===== src/rtl/exec_result_fifo.sv =====
// exec_result_fifo: per-unit result queue feeding the writeback arbiter.
// Optional idle-queue same-cycle bypass: define RESULT_BYPASS_EN.
module exec_result_fifo #(
  parameter int DATA_W = 32,
  parameter int TAG_W  = 6,
  parameter int REG_W  = 5,
  parameter int DEPTH  = 4,
  localparam int PTR_W = $clog2(DEPTH),
  localparam int CNT_W = PTR_W + 1
) (
  input  logic              clk,
  input  logic              rst,
  input  logic              flush,
  input  logic              in_valid,
  output logic              in_ready,
  input  logic [DATA_W-1:0] in_data,
  input  logic [TAG_W-1:0]  in_tag,
  input  logic [REG_W-1:0]  in_dest,
  output logic              is_req,
  input  logic              stall,
  output logic [DATA_W-1:0] out_data,
  output logic [TAG_W-1:0]  out_tag,
  output logic [REG_W-1:0]  out_dest,
  output logic [CNT_W-1:0]  count
);

  logic [DATA_W-1:0] mem_data [DEPTH];
  logic [TAG_W-1:0]  mem_tag  [DEPTH];
  logic [REG_W-1:0]  mem_dest [DEPTH];

  logic [PTR_W-1:0] rd_ptr;
  logic [PTR_W-1:0] wr_ptr;
  logic             head_vld;
  logic             push;
  logic             pop;
  logic             byp_take;

  assign head_vld = (count != '0);
  // Depends on occupancy only, so stall never reaches in_ready.
  assign in_ready = (count != CNT_W'(DEPTH));

`ifdef RESULT_BYPASS_EN
  logic byp;

  assign byp      = ~head_vld & in_valid & ~flush;
  // A bypassed result taken by the arbiter is never written.
  assign byp_take = byp & ~stall;
  assign is_req   = (head_vld & ~flush) | byp;

  // Head select: incoming result when bypassing, else stored head, else 0.
  always_comb begin
    out_data = '0;
    out_tag  = '0;
    out_dest = '0;
    if (byp) begin
      out_data = in_data;
      out_tag  = in_tag;
      out_dest = in_dest;
    end else if (head_vld) begin
      out_data = mem_data[rd_ptr];
      out_tag  = mem_tag[rd_ptr];
      out_dest = mem_dest[rd_ptr];
    end
  end
`else
  assign byp_take = 1'b0;
  assign is_req   = head_vld & ~flush;

  // Head select: stored head, gated to 0 while empty.
  always_comb begin
    out_data = '0;
    out_tag  = '0;
    out_dest = '0;
    if (head_vld) begin
      out_data = mem_data[rd_ptr];
      out_tag  = mem_tag[rd_ptr];
      out_dest = mem_dest[rd_ptr];
    end
  end
`endif

  assign push = in_valid & in_ready & ~flush & ~byp_take;
  assign pop  = head_vld & ~stall & ~flush;

  // Pointers and occupancy; flush wins over push/pop.
  always_ff @(posedge clk or posedge rst) begin
    if (rst) begin
      rd_ptr <= '0;
      wr_ptr <= '0;
      count  <= '0;
    end else if (flush) begin
      rd_ptr <= '0;
      wr_ptr <= '0;
      count  <= '0;
    end else begin
      if (push) wr_ptr <= wr_ptr + PTR_W'(1);
      if (pop)  rd_ptr <= rd_ptr + PTR_W'(1);
      count <= count + CNT_W'(push) - CNT_W'(pop);
    end
  end

  // Storage write; contents need no reset since count gates them.
  always_ff @(posedge clk) begin
    if (push) begin
      mem_data[wr_ptr] <= in_data;
      mem_tag[wr_ptr]  <= in_tag;
      mem_dest[wr_ptr] <= in_dest;
    end
  end

endmodule


===== config.mk =====
export PLATFORM = sky130hd
export DESIGN_NAME = exec_result_fifo
export DESIGN_NICKNAME = d
export VERILOG_FILES = /design/src/rtl/exec_result_fifo.sv
export SDC_FILE = /design/constraint.sdc
export NUM_CORES = 1
export LEC_CHECK = 0
export BUFFER_PORTS_ARGS = -buffer_cell sky130_fd_sc_hd__buf_4
export CORE_ASPECT_RATIO = 0.8
export CORE_MARGIN = 5
export CORE_UTILIZATION = 38
export DETAILED_ROUTE_END_ITERATION = 8
export SLEW_MARGIN = 30
export SYNTH_ARGS = -nofsm -noshare
export SYNTH_HDL_FRONTEND = slang
export SYNTH_SLANG_ARGS = --single-unit

===== constraint.sdc =====
create_clock -name clk -period 6 [get_ports clk]
set_input_delay 0.6 -clock clk [delete_from_list [all_inputs] [get_ports clk]]
set_output_delay 0.6 -clock clk [all_outputs]
set_load 0.01 [all_outputs]

==> impl_metrics.py, run 1 <==
metrics = {
    "cells_and_area": {
        "area_growth_pct": 22.52,
        "final_cell_count_no_fill": 672,
        "layout-drive-gt1-share": 0.4072,
        "nets": 484,
        "antenna_cells": 0,
    },
    "pwr": {
        "switchingPower_w": 0.0009370,
        "clock_power_share": 0.317,
        "p_leak_nw": 2.902,
        "pwr-share-comb": 0.249,
        "vdd_drop_max_v": 0.0001958,
        "sw_frac_of_total": 0.2691,
        "p_int_w": 0.002545,
        "seqPwrFrac": 0.434,
        "p_per_area_mw_per_mm2": 408.0,
    },
    "drt": {
        "final_antenna_net_count": 0,
        "avgViaCountPerCell": 4.981,
        "dr.pass1.iters": 4,
        "vias": 3347,
        "first_iter_violations": 218,
        "drc": 0,
        "drt_wl_total_mm": 13.63,
        "wl_per_cell_um": 20.28,
    },
    "clock_network": {
        "htreeDepth": 4,
        "postCtsHoldBufs": 0,
        "clock-sinks": 179,
        "worstSkewPairLatency_ns": 0.43,
        "cts_setup_buffers": 0,
        "clockBufferDepth": 2,
        "clk_pin_slew_ns": 0.06,
        "cts_resized": 0,
        "cts_made_buffers": 17,
        "cts_tree": "yes",
        "root_buffer": "clkbuf_16",
    },
    "yosys": {
        "synth_area_leaders": "edfxtp_1 74%, mux4_2 14%, nor2b_1 4.0%, dfrtp_1 2.5%, ha_1 1.1%",
        "netlist.area_leader.share": 0.7414,
        "yosysTopAreaCell": "edfxtp_1",
        "syn_nets": 379,
        "yosysSeqAreaShare": 0.7665,
        "ys_ff_latch": 179,
        "netlist_instances": 324,
        "synth_most_common_cell": "edfxtp_1",
        "synth_edf_count": 172,
        "synth.distinct_cells": 21,
        "yosysWarnings": 0,
        "synth_ff_type": "edfxtp_1",
        "syn-cell-area_sq_mm": 0.006967,
        "async_reset_ff_frac": 0.03911,
        "synthTopCellsByCount": "172 x edfxtp_1, 44 x nor2b_1, 43 x mux4_2, 8 x inv_1, 7 x dfrtp_1",
        "syn_avg_cell_area_sq_um": 21.50,
    },
    "grt": {
        "grt_pass1_vias": 3575,
        "grt_max_degree": 49,
        "grt_pass1_wl_mm": 21.05,
        "antenna_found_initial": 0,
        "grt_overflow": 0,
        "grt_usage": 0.1326,
    },
    "run_status": {
        "status": "finished, final reports clean",
    },
    "critical_path": {
        "crit_arrival_ns": 2.39,
        "critPathKind": "register to output pin",
        "endpoint_kind": "output pin",
        "cp.required_ns": 5.40,
        "path_max_fanout": 28,
        "critPathLaunchType": "register",
    },
    "floorplan": {
        "boundaryPins": 96,
        "coreArea_sq_mm": 0.01806,
        "num_rows": 44,
        "dieArea_sq_mm": 0.02116,
        "die-height_um": 131.1,
        "start_util": 0.3858,
        "die_x_um": 161.4,
    },
    "sta": {
        "finalSetupViolCount": 0,
        "post-route-min-period_ns": 2.988,
        "rsz0062_at_grt": "false",
        "fin_skew_ns": 0.008340,
        "finalMaxSlewViolations": 0,
        "final-hold-violation-count": 0,
        "finalCritPeriodShare": 0.4980,
        "fin_tns_setup_ns": 0,
        "worst_slack_ns": 3.012,
        "fmax_mhz": 334.7,
        "tightest_slew_ns": 0.7087,
        "slew_headroom": 0.5275,
    },
    "placement": {
        "portBuffers": 95,
        "dp_cells": 639,
        "hpwl_mm": 7.905,
        "preCtsSetupSlack_ns": 3.341,
        "gp_congestion": 0.6684,
    },
    "job": {
        "drv_cap": 0,
    },
    "hold_path": {
        "hold_path.class": "input pin to async pin",
    },
}
path summary, 6_finish.rpt:
path / start / to / slack, ns / cells past startpoint
min in group clk: in_data[30] / mem_data[2][30] / 0.37 / 1
setup / recovery: rd_ptr[0] / out_tag[1] / 3.01 / 4
hold reg to reg: wr_ptr[1] / wr_ptr[1] / 0.61 / 2
hold / removal: rst / count[0] / 0.15 / 2
max in group asynchronous: rst / rd_ptr[0] / 5.54 / 2
setup reg to reg: count[1] / count[2] / 3.47 / 11
power groups by stage:
stage	clock (W)	combinational (W)	sequential, W
floorplan	0	0.000534	0.00149
global placement	0	0.000852	0.00156
detailed placement	0	0.000862	0.00156
CTS	0.00113	0.000866	0.00154
global route	0.00118	0.000955	0.00152
finish	0.00111	0.000867	0.00151
worst max-delay path, stage by stage, from the launching register on:
cell,delay (ns)
dfrtp_4,0.80
buf_12,0.27
mux4_2,0.51
nor2b_1,0.17
buf_4,0.19
cell type report:
type	count	area, sq um
Tap cell	230	287.8
Clock inverter	14	162.7
Timing Repair Buffer	102	778.2
Inverter	8	30.03
Sequential cell	179	5345
Clock buffer	18	429.2
Fill cell	1540	9522
Multi-Input combinational cell	121	1503
through the flow:
stage               hold slack (ns)  cell area [sq um]  power [W]  utilization
finish                       0.1508               8536   0.003482       0.4727
global route                 0.1641               8536   0.003657       0.4727
CTS                          0.1465               8516   0.003534       0.4716
detailed placement           0.6010               7924   0.002427       0.4388
global placement             0.5769               7924   0.002412       0.4388
floorplan                    0.4034               6967   0.002027            -
routing by layer:
metal | track usage | up-vias | wire (um)
met4 | 0.04974 | 0 | 197
met5 | 0 | - | 0
li1 | - | 1500 | -
met1 | 0.1765 | 1744 | 5965
met2 | 0.2088 | 88 | 6680
met3 | 0.03820 | 15 | 785
cell usage in the layout, fill, tap and decap left out, types with 3 or more instances in the layout:
cell and instances:
a21oi_1 4, and2_2 4, buf_4 101, bufinv_16 3, clkbuf_16 17, clkinv_1 3
clkinv_4 4, dfrtp_1 5, edfxtp_1 172, ha_1 6, inv_1 8, mux4_2 43
nor2_1 3, nor2b_1 44, nor3_1 3, o21ai_0 4
registers in the layout (all words and copies together), names as in the netlist:
| signal | count |
|---|---|
| mem_dest | 20 |
| rd_ptr | 2 |
| mem_tag | 24 |
| wr_ptr | 2 |
| count | 3 |
| mem_data | 128 |
logic make-up (layout without fill, tap and decap cells):
family	after synthesis	after routing	share of synthesized area
AND/OR/NAND/NOR	62	62	0.05442
flip-flops	179	179	0.7665
adder cells (fa/ha/maj)	7	7	0.01365
XOR/XNOR	1	1	0.001257
multiplexers	43	43	0.1390
AO/OA/AOI/OAI	8	8	0.005747
buffers and inverters	24	142	0.01940
No activity file was read; power rests on OpenSTA's default activity.
==> run 2: changes to the inputs <==
==> constraint.sdc (replaced) <==
create_clock -name clk -period 2.8 [get_ports clk]
set_input_delay 0.28 -clock clk [delete_from_list [all_inputs] [get_ports clk]]
set_output_delay 0.28 -clock clk [all_outputs]
set_load 0.01 [all_outputs]
==> run 2 against run 1 <==
Via count is 0.51% lower. Clock-buffer cell count up 1. Combinational power grew 120%. Power up 110%. Core utilization unchanged. Non-clock buffer count rose by 7. Sequential share of layout area did not move. Setup slack lost 2.8 ns. Clock power grew 91%. Wire length up 0.30%. Final cell count grew 0.74%. Register-to-register slack got worse by 3.2 ns.
==> impl_metrics.py, run 2 (same netlist as run 1, synthesis figures left out) <==
metrics = {
    "floorplan": {
        "num_rows": 44,
        "dieArea_sq_mm": 0.02116,
        "coreArea_sq_mm": 0.01806,
        "start_util": 0.3858,
        "die_x_um": 161.4,
        "boundaryPins": 96,
        "die-height_um": 131.1,
    },
    "clock_network": {
        "cts_tree": "yes",
        "clock-sinks": 179,
        "cts_made_buffers": 17,
        "root_buffer": "clkbuf_16",
        "cts_resized": 0,
        "clockBufferDepth": 2,
        "clk_pin_slew_ns": 0.06,
        "htreeDepth": 4,
        "worstSkewPairLatency_ns": 0.42,
    },
    "critical_path": {
        "critPathLaunchType": "register",
        "endpoint_kind": "output pin",
        "critPathKind": "register to output pin",
        "path_common_cell": "buf_4",
        "path_cells": "buf_4, mux4_2, nor2b_1, buf_4",
        "slowest_delay_ns": 0.86,
        "crit_arrival_ns": 2.28,
        "slowest_stage": "dfrtp_2",
        "cp.required_ns": 2.52,
        "path_max_fanout": 28,
    },
    "cells_and_area": {
        "final_common_cell": "edfxtp_1",
        "antenna_cells": 0,
        "post-route-util": 0.4727,
        "biggestRegsByFlops": "mem_data x128, mem_tag x24, mem_dest x20",
        "largest_register": "mem_data",
        "fill_cells": 1542,
        "area_growth_pct": 22.52,
        "final_cell_mix": "172 x edfxtp_1, 106 x buf_4, 44 x nor2b_1",
        "nets": 491,
        "layout-drive-gt1-share": 0.4094,
        "design_area_sq_mm": 0.008536,
        "largest_reg_flops": 128,
    },
    "placement": {
        "gp_congestion": 0.7259,
        "preCtsSetupSlack_ns": 0.3247,
        "hpwl_mm": 8.222,
        "dpl-instance-area_sq_mm": 0.007961,
        "portBuffers": 95,
    },
    "sta": {
        "post-route-min-period_ns": 2.563,
        "finalSetupViolCount": 0,
        "final-hold-violation-count": 0,
        "tightest_slew_ns": 0.7578,
        "finalMaxSlewViolations": 0,
        "slew_headroom": 0.4948,
        "fin_tns_setup_ns": 0,
        "fin_skew_ns": 0.01313,
        "finalCritPeriodShare": 0.9153,
        "worst_slack_ns": 0.2371,
        "fmax_mhz": 390.2,
        "hold_slack_ns": 0.05785,
        "rsz0062_at_grt": "false",
    },
    "grt": {
        "grt_max_degree": 49,
        "grt_overflow": 0,
        "antenna_found_initial": 0,
        "grt_pass1_wl_mm": 20.89,
        "grt_usage": 0.1324,
        "grt_pass1_vias": 3586,
    },
    "pwr": {
        "p_int_w": 0.005285,
        "switchingPower_w": 0.001996,
        "pwr-share-comb": 0.267,
        "clock_power_share": 0.291,
        "sw_frac_of_total": 0.2742,
        "vdd_drop_max_v": 0.0003940,
        "seqPwrFrac": 0.442,
        "p_per_area_mw_per_mm2": 853.0,
        "p_leak_nw": 2.902,
    },
    "run_status": {
        "status": "finished, final reports clean",
    },
    "drt": {
        "drc": 0,
        "wl_per_cell_um": 20.19,
        "first_iter_violations": 225,
        "final_antenna_net_count": 0,
        "avgViaCountPerCell": 4.919,
        "drt_wl_total_mm": 13.67,
        "dr.pass1.iters": 4,
        "vias": 3330,
    },
    "hold_path": {
        "hold_path.class": "input pin to register",
    },
    "job": {
        "drv_cap": 0,
    },
}
run 2: per-layer routing:
layer / share of wire / track usage / wire (um)
met1: 0.44 / 0.1770 / 6063
met3: 0.053 / 0.03976 / 729
met4: 0.012 / 0.04121 / 165
met5: 0 / 0 / 0
met2: 0.49 / 0.2107 / 6710
run 2: critical path, delay by kind of cell (launching register included):
family / cells / cell delay [ns]
buf+inv: 2 / 0.51
flops: 1 / 0.86
mux: 1 / 0.32
simple gates: 1 / 0.17
run 2: power by group through the flow:
stage                     clock network, W  registers [W]  logic, W
after floorplan                          0        0.00320   0.00114
after global placement                   0        0.00336   0.00182
after CTS                          0.00217        0.00326   0.00194
after detailed placement                 0        0.00337   0.00183
after global routing               0.00231        0.00323   0.00211
final                              0.00212        0.00322   0.00194
run 2: final cells by class:
class	instances	area (sq um)	area share
clock buffer	19	432.9	0.05072
clock inverter	11	91.34	0.01070
inverter	8	30.03	0.003518
multi-input combinational	121	1503	0.1760
sequential	179	5345	0.6262
tap	230	287.8	0.03371
timing repair buffer	109	845.8	0.09909
run 2: path summary, 6_finish.rpt:
| kind | from | end | slack (ns) | cells past startpoint |
|---|---|---|---|---|
| min in group asynchronous | rst | wr_ptr[0] | 0.39 | 3 |
| worst max-delay path | rd_ptr[1] | out_tag[3] | 0.24 | 4 |
| max in group asynchronous | rst | rd_ptr[0] | 2.16 | 3 |
| worst min-delay path | in_data[10] | mem_data[3][10] | 0.06 | 1 |
| worst min register to register | wr_ptr[1] | wr_ptr[1] | 0.61 | 2 |
| worst max register to register | count[1] | count[2] | 0.31 | 11 |
run 2: through the flow:
step / instances / total power, W
final: 677 / 0.007281
after global routing: 677 / 0.007657
after CTS: 676 / 0.007366
after detailed placement: 644 / 0.005207
after global placement: 644 / 0.005182
after floorplan: 324 / 0.004344
run 2: what timing repair did:
| item | 4_1_cts | 5_1_grt |
|---|---|---|
| endpoints found under the setup margin | 7 | 5 |
| hold buffers | 1 | 0 |
| endpoints found under the hold margin | 7 | 0 |
| buffers inserted | 1 | 1 |
